--- src/rtl/pipeline_hazard_ctrl.sv ---
// pipeline_hazard_ctrl: hazard detection, stall/bubble/flush sequencing and
// registered forwarding selects for the 5-stage RV32I pipeline.
// Optional feature macro: HAZARD_FWD_EN (defined = EX forwarding, only
// load-use stalls; undefined = no forwarding, stall until producer in WB).
module pipeline_hazard_ctrl (
  input  logic       clk,
  input  logic       rst_n,
  input  logic       id_valid,
  input  logic [4:0] id_rs1,
  input  logic [4:0] id_rs2,
  input  logic       id_use_rs1,
  input  logic       id_use_rs2,
  input  logic [4:0] id_rd,
  input  logic       id_regwrite,
  input  logic       id_memread,
  input  logic       ex_redirect,
  input  logic       mem_busy,
  output logic       stall_pc,
  output logic       stall_ifid,
  output logic       bubble_idex,
  output logic       flush_ifid,
  output logic       freeze,
  output logic [1:0] fwd_a_sel,
  output logic [1:0] fwd_b_sel
);

  typedef enum logic [0:0] {RUN = 1'b0, FLUSH = 1'b1} state_t;

  state_t     state;
  // Tracking table: one entry per downstream stage
  logic       ex_valid, mem_valid, wb_valid;
  logic [4:0] ex_rd, mem_rd, wb_rd;
  logic       ex_load, mem_load, wb_load;

  logic       ex_a, ex_b, mem_a, mem_b;
  logic       hazard, redirect, in_flush, kill;
  logic [1:0] sel_a, sel_b;
  logic       unused_state;

  // WB entry is kept for visibility only: the write-through regfile covers it
  assign unused_state = ^{mem_load, wb_valid, wb_rd, wb_load, ex_load};

  // Hazard detection, forwarding choice and priority-resolved pipeline controls
  always_comb begin
    ex_a  = id_valid && id_use_rs1 && ex_valid  && (ex_rd  == id_rs1);
    ex_b  = id_valid && id_use_rs2 && ex_valid  && (ex_rd  == id_rs2);
    mem_a = id_valid && id_use_rs1 && mem_valid && (mem_rd == id_rs1);
    mem_b = id_valid && id_use_rs2 && mem_valid && (mem_rd == id_rs2);
`ifdef HAZARD_FWD_EN
    hazard = ex_load && (ex_a || ex_b);
    // Youngest producer wins: EX entry will sit in MEM when consumer is in EX
    if (ex_a) begin
      sel_a = 2'b01;
    end else if (mem_a) begin
      sel_a = 2'b10;
    end else begin
      sel_a = 2'b00;
    end
    if (ex_b) begin
      sel_b = 2'b01;
    end else if (mem_b) begin
      sel_b = 2'b10;
    end else begin
      sel_b = 2'b00;
    end
`else
    hazard = ex_a || ex_b || mem_a || mem_b;
    sel_a  = 2'b00;
    sel_b  = 2'b00;
`endif
    // Freeze beats redirect, redirect beats hazard stall
    redirect    = !mem_busy && (state == RUN) && ex_redirect;
    in_flush    = !mem_busy && (state == FLUSH);
    stall_pc    = !mem_busy && (state == RUN) && !ex_redirect && hazard;
    stall_ifid  = stall_pc;
    bubble_idex = redirect || stall_pc;
    flush_ifid  = redirect || in_flush;
    freeze      = mem_busy;
    kill        = bubble_idex || flush_ifid;
  end

  // Advance tracking table, latch forward selects and step the flush FSM
  always_ff @(posedge clk or negedge rst_n) begin
    if (!rst_n) begin
      state     <= RUN;
      ex_valid  <= 1'b0;
      ex_rd     <= 5'd0;
      ex_load   <= 1'b0;
      mem_valid <= 1'b0;
      mem_rd    <= 5'd0;
      mem_load  <= 1'b0;
      wb_valid  <= 1'b0;
      wb_rd     <= 5'd0;
      wb_load   <= 1'b0;
      fwd_a_sel <= 2'b00;
      fwd_b_sel <= 2'b00;
    end else if (!mem_busy) begin
      ex_valid  <= id_valid && id_regwrite && (id_rd != 5'd0) && !kill;
      ex_rd     <= id_rd;
      ex_load   <= id_memread;
      mem_valid <= ex_valid;
      mem_rd    <= ex_rd;
      mem_load  <= ex_load;
      wb_valid  <= mem_valid;
      wb_rd     <= mem_rd;
      wb_load   <= mem_load;
      fwd_a_sel <= kill ? 2'b00 : sel_a;
      fwd_b_sel <= kill ? 2'b00 : sel_b;
      case (state)
        RUN:     state <= ex_redirect ? FLUSH : RUN;
        FLUSH:   state <= RUN;
        default: state <= RUN;
      endcase
    end
  end

endmodule
--- config.mk ---
export PLATFORM = sky130hd
export DESIGN_NAME = pipeline_hazard_ctrl
export DESIGN_NICKNAME = d
export VERILOG_FILES = /design/src/rtl/pipeline_hazard_ctrl.sv
export SDC_FILE = /design/constraint.sdc
export NUM_CORES = 1
export LEC_CHECK = 0
export CAP_MARGIN = 30
export CELL_PAD_IN_SITES_DETAIL_PLACEMENT = 0
export CELL_PAD_IN_SITES_GLOBAL_PLACEMENT = 1
export CORE_MARGIN = 1.5
export CORE_UTILIZATION = 34
export DETAILED_ROUTE_END_ITERATION = 10
export PLACE_DENSITY_LB_ADDON = 0.2
export SLEW_MARGIN = 20
export SYNTH_ARGS = -nofsm -noshare
export SYNTH_HDL_FRONTEND = slang
export SYNTH_SLANG_ARGS = --single-unit
--- constraint.sdc ---
create_clock -name clk -period 2.3 [get_ports clk]
set_input_delay 0.46 -clock clk [delete_from_list [all_inputs] [get_ports clk]]
set_output_delay 0.46 -clock clk [all_outputs]
set_load 0.1 [all_outputs]
==> reports/summary.txt, run 1 <==
Syn Area/Cell: 10.8 um^2
fin crit share: 0.985
CORE AREA: 2250 um^2
drt initial violations: 4
Min Hold Slack: 548 ps
Buf+Inv Stages, Crit Path: 2
pins over their slew limit: 0
Leak: 0.000515 uW
pwr dens: 519 nW/um^2
max-cap violations: 0
WL per Instance: 13.1 um
part of the power in the clock network: 0.200
#FFs+latches synth: 13
clock tree buffer depth: 2
Clock Skew: 3.18 ps
outcome: finished, final reports clean
Critical Path Sink Type: output port
Final Hold Fails: 0
CTS Hold Bufs: 0
antenna viol nets, final: 0
grt ovf: 0
layout cells sized above 1: 0.361
crit path kind: in2out
dpl hpwl: 1.43 mm
Vias: 646
R2R depth: 6
vias per cell: 4.75
initial antenna violation count: 0
H-tree lvl count: 1
Die Area: 2750 um^2
library cells used by synthesis: 18
top cells by area, synth: dfrtp_1 39%, xnor2_1 21%, mux2_2 15%, nand4_1 6.0%, buf_4 5.4%
I/O pin count: 33
fin worst setup slack: 34.3 ps
# rows: 17
DIE WIDTH: 52.5 um
worst r2r src: ex_rd[0]
largest net degree at the start of global routing: 18
sequential area share after synthesis: 0.391
share of the synthesized area in the top cell type: 0.391
Yosys top cell by area: dfrtp_1
Peak VDD IR: 0.000406 V
Worst-path clk slew: 70 ps
Crit path required time: 1840 ps
slowest CP cell: o22a_2
Layout fillers: 220
Net Sw Frac: 0.330
fin crit period: 2270 ps
Worst-Skew Late Latency: 260 ps
Comb pwr share: 0.358
Ys Warns: 0
Top delay family on crit path: compound AO/OA/AOI/OAI gates
Psw: 220 uW
Starting Density: 0.369
total power: 666 uW
first-pass GRT wire length: 2.95 mm
final RePlAce weighted congestion: 0.675
synthesized cell area: 832 um^2
Max stage delay on crit path: 300 ps
TritonCTS clock tree: done
setup violators final: 0
ant diodes: 0
Tot GR Track Use: 0.148
CTS Buf Count: 3
Worst Path Max Fanout: 3
Sink Count: 13
crit path cell chain: clkdlybuf4s15_1 > xnor2_1 > nand4_1 > o22a_2 > a311oi_4 > buf_12
area grow syn2layout: 54.3%
total DRC errors in the routed layout: 0
R2R setup slack: 730 ps
Startpoint Class: primary input
relative slew slack: 0.632
pre-CTS setup slack: -259 ps
Hold Crit Class: in2async
WP data arrival: 1810 ps
vias in the first global route: 661
nets@finish: 133
DRT Pass-1 Iters: 4
synthesized instance count: 77
drt total wl: 1.78 mm
RR Endpoint: ex_valid
RSZ-0062 raised after global routing: true
Reg power frac: 0.442
fmax: 441 MHz
Internal: 446 uW
Die Height: 52.5 um
worst-margin pin slew: 550 ps
Port Buffer Count: 27
clk root buf: clkbuf_4
[cells in the final DEF, fill, tap and decap left out]
cell              n
xnor2_1          13
mux2_2           11
dfrtp_1          10
clkdlybuf4s50_1   9
dlygate4sd2_1     9
nand4_1           8
xnor2_2           7
buf_12            5
conb_1            4
clkdlybuf4s15_1   4
buf_4             4
clkbuf_4          3
dfrtp_2           3
o22a_2            2
nor3_1            2
nor2_1            2
nand2_1           2
a21boi_4          1
inv_1             1
a311oi_4          1
nor2_2            1
nand3_1           1
a21oi_1           1
a32o_1            1
or3_1             1
clkbuf_1          1
buf_6             1
[sequential cells by signal, indices dropped and copies added (netlist names)]
signal     count
mem_rd         5
state          1
ex_rd          5
ex_valid       1
mem_valid      1
[cells by family (layout without fill, tap and decap cells)]
family / after synthesis / after routing / share of synthesized area
XOR/XNOR: 20 / 20 / 0.211
other: 1 / 4 / 0.00451
AND/OR/NAND/NOR: 17 / 17 / 0.108
flip-flops: 13 / 13 / 0.391
buffers and inverters: 9 / 37 / 0.0707
multiplexers: 11 / 11 / 0.149
AO/OA/AOI/OAI: 6 / 6 / 0.0662
[synthesized netlist by cell type]
cell and instances:
o22a_1 2, a32o_1 1, buf_2 2, nand3_1 1
mux2_2 11, or3_1 1, a21boi_0 1, conb_1 1
nand2_1 2, dfrtp_1 13, nand4_1 8, a311oi_2 1
nor2_1 3, inv_1 1, xnor2_1 20, buf_4 6
a21oi_1 1, nor3_1 2
[metrics by stage]
stage                     setup TNS, ps   util  instances  cell area [um^2]
after floorplan                    -188      -         80               923
after global placement             -566  0.549        129              1240
after detailed placement           -597  0.549        129              1240
after CTS                             0  0.565        136              1270
after global routing              -37.8  0.569        136              1280
final                                 0  0.569        136              1280
[power groups by stage]
stage / clock network (uW) / logic [uW] / registers (uW)
after global placement: 0 / 240 / 298
after detailed placement: 0 / 243 / 298
final: 133 / 238 / 294
after floorplan: 0 / 169 / 290
after global routing: 154 / 254 / 299
after CTS: 140 / 239 / 294
[how the worst max path moves through the flow]
stage	startpoint	endpoint	slack, ps	depth (start not counted)
finish	id_rs2[3]	bubble_idex	30	6
global route	mem_rd[0]	bubble_idex	-30	5
CTS	id_rs2[3]	bubble_idex	2	6
detailed placement	id_rs2[3]	bubble_idex	-260	6
global placement	id_rs2[3]	bubble_idex	-230	6
floorplan	id_rs2[0]	stall_pc	-140	5
[per-layer routing]
layer | global-route usage | vias to the layer above | wire length (um) | share of wire
met4 | 0.0641 | 0 | 19 | 0.011
li1 | - | 328 | - | -
met3 | 0.0114 | 2 | 75 | 0.042
met1 | 0.198 | 297 | 878 | 0.49
met2 | 0.242 | 19 | 810 | 0.45
met5 | 0 | - | 0 | 0
[repair_timing]
item / CTS / global route
hold endpoints to repair: 0 / 0
pin swaps: 4 / 7
setup endpoints to repair: 3 / 3
buffers inserted: 3 / 0
resized for setup: 15 / 6
gates cloned: 0 / 0
[layout make-up]
| class | instances | area, um^2 | area share |
|---|---|---|---|
| clock buffers | 4 | 26.3 | 0.0205 |
| inverters | 1 | 3.75 | 0.00292 |
| multi-input cells | 58 | 539 | 0.420 |
| flip-flops and latches | 13 | 329 | 0.256 |
| well taps | 28 | 35.0 | 0.0273 |
| repair buffers | 32 | 350 | 0.273 |
Note: power is estimated with default switching activity, not from simulation.
==> run 2: changes to the inputs <==
CORE_MARGIN = unset   (was 1.5)
SLEW_MARGIN = unset   (was 20)
==> run 2 against run 1 <==
Power about the same. Clock skew shrank 1.1 ps. Via count up 1.9%. Hold slack improved by 4.3 ps. Cell count unchanged. Final area fell by 0.68%. Fmax down 0.36%. Critical path depth up 1. Largest power group unchanged.
==> reports/summary.txt, run 2 (synthesis results as in run 1) <==
Max stage delay on crit path: 290 ps
# rows: 17
I/O pin count: 33
Sink Count: 13
area grow syn2layout: 53.2%
slowest CP cell: o22a_2
setup violators final: 0
RR Endpoint: ex_valid
Top delay family on crit path: buffers and inverters
final setup TNS: 0 ps
drt total wl: 1.71 mm
Clock Skew: 2.07 ps
pre-CTS setup slack: -237 ps
grt ovf: 0
Layout fillers: 220
max-cap violations: 0
most common cell after layout, fill and taps aside: xnor2_1
dpl hpwl: 1.38 mm
CP endpoint: stall_pc
fmax: 440 MHz
CORE AREA: 2250 um^2
first-pass GRT wire length: 2.84 mm
worst-margin pin slew: 566 ps
initial antenna violation count: 0
fin crit share: 0.989
Peak VDD IR: 0.000291 V
H-tree lvl count: 1
DRT Pass-1 Iters: 2
drt initial violations: 12
Worst path depth: 7
relative slew slack: 0.621
Crit path required time: 1840 ps
Worst Path Max Fanout: 3
WP data arrival: 1810 ps
worst r2r src: mem_rd[4]
clock tree buffer depth: 2
R2R depth: 5
pwr dens: 522 nW/um^2
fin worst setup slack: 26.1 ps
CTS Buf Count: 3
layout cells sized above 1: 0.389
Tot GR Track Use: 0.148
Leak: 0.000513 uW
antenna viol nets, final: 0
vias in the first global route: 683
Vias: 658
pins over their slew limit: 0
largest net degree at the start of global routing: 18
Worst-Skew Late Latency: 270 ps
TritonCTS clock tree: done
nets@finish: 133
Critical Path Sink Type: output port
DIE WIDTH: 51.5 um
Worst Setup SP: id_rs1[0]
total DRC errors in the routed layout: 0
outcome: finished, final reports clean
most frequent cells in the layout: 13 x xnor2_1, 11 x mux2_2, 9 x dfrtp_1, 9 x clkdlybuf4s50_1, 9 x dlygate4sd2_1
crit path cell chain: dlygate4sd2_1 > xnor2_2 > nand4_1 > o22a_2 > buf_6 > a21boi_4 > buf_12
Final Hold Fails: 0
RSZ-0062 raised after global routing: true
fin crit period: 2270 ps
final RePlAce weighted congestion: 0.697
Die Area: 2650 um^2
R2R setup slack: 790 ps
Hold Crit Class: in2async
Die Height: 51.5 um
Starting Density: 0.369
Startpoint Class: primary input
WL per Instance: 12.6 um
clk root buf: clkbuf_4
Worst-path clk slew: 70 ps
Buf+Inv Stages, Crit Path: 3
biggest registers after layout: ex_rd x5, mem_rd x5
crit path kind: in2out
Port Buffer Count: 27
vias per cell: 4.84
ant diodes: 0
## run 2: cell types whose count changed in the layout (fill, tap and decap cells not counted), sizes merged
cell,before,now
clkbuf,4,6
clkdlybuf4s15,4,2
## run 2: power by group
group / switching, uW / internal, uW / leakage (uW)
clock: 66.6 / 67.1 / 0.0000150
combinational: 114 / 122 / 0.000345
sequential: 39.6 / 256 / 0.000153
total: 220 / 446 / 0.000513
## run 2: final cells by class
type / instances / area, um^2 / area share
multi-input cells: 58 / 539 / 0.423
repair buffers: 32 / 340 / 0.267
flip-flops and latches: 13 / 330 / 0.259
well taps: 28 / 35.0 / 0.0275
clock buffers: 4 / 26.3 / 0.0206
inverters: 1 / 3.75 / 0.00294
## run 2: how the worst min path moves through the flow
stage                     cells after the start  startpoint  slack [ps]         to
after floorplan                               0       rst_n         160   ex_rd[0]
after global placement                        1   mem_valid         530  mem_valid
after detailed placement                      1   mem_valid         550  mem_valid
after CTS                                     1   mem_valid         560  mem_valid
after global routing                          1   mem_valid         580  mem_valid
final                                         1       rst_n         550   ex_rd[1]
## run 2: worst reg2reg max path, stage by stage (launching register included)
cell and delay (ps):
dfrtp_1 430, xnor2_1 190, nand4_1 120, o22a_2 290
buf_4 150, a32o_1 230
## run 2: per-stage QoR
| stage | std cells | total power (uW) | instance area, um^2 | hold slack, ps | util |
|---|---|---|---|---|---|
| after floorplan | 80 | 459 | 923 | 164 | - |
| after global placement | 129 | 538 | 1240 | 529 | 0.549 |
| after detailed placement | 129 | 541 | 1240 | 547 | 0.549 |
| after CTS | 135 | 673 | 1260 | 565 | 0.561 |
| after global routing | 136 | 705 | 1270 | 583 | 0.565 |
| final | 136 | 665 | 1270 | 552 | 0.565 |
## run 2: what timing repair did
item,CTS,global route
endpoints found under the hold margin,0,0
gates resized for setup,14,10
setup endpoints to repair,3,3
pin swaps,4,14
setup buffers,2,1
hold buffers,0,0
## run 2: metal layers
metal | vias up | part of all wire | global-route usage
met1 | 306 | 0.48 | 0.173
met5 | - | 0 | 0
met2 | 19 | 0.47 | 0.264
met3 | 4 | 0.032 | 0.0208
li1 | 329 | - | -
met4 | 0 | 0.016 | 0.0676
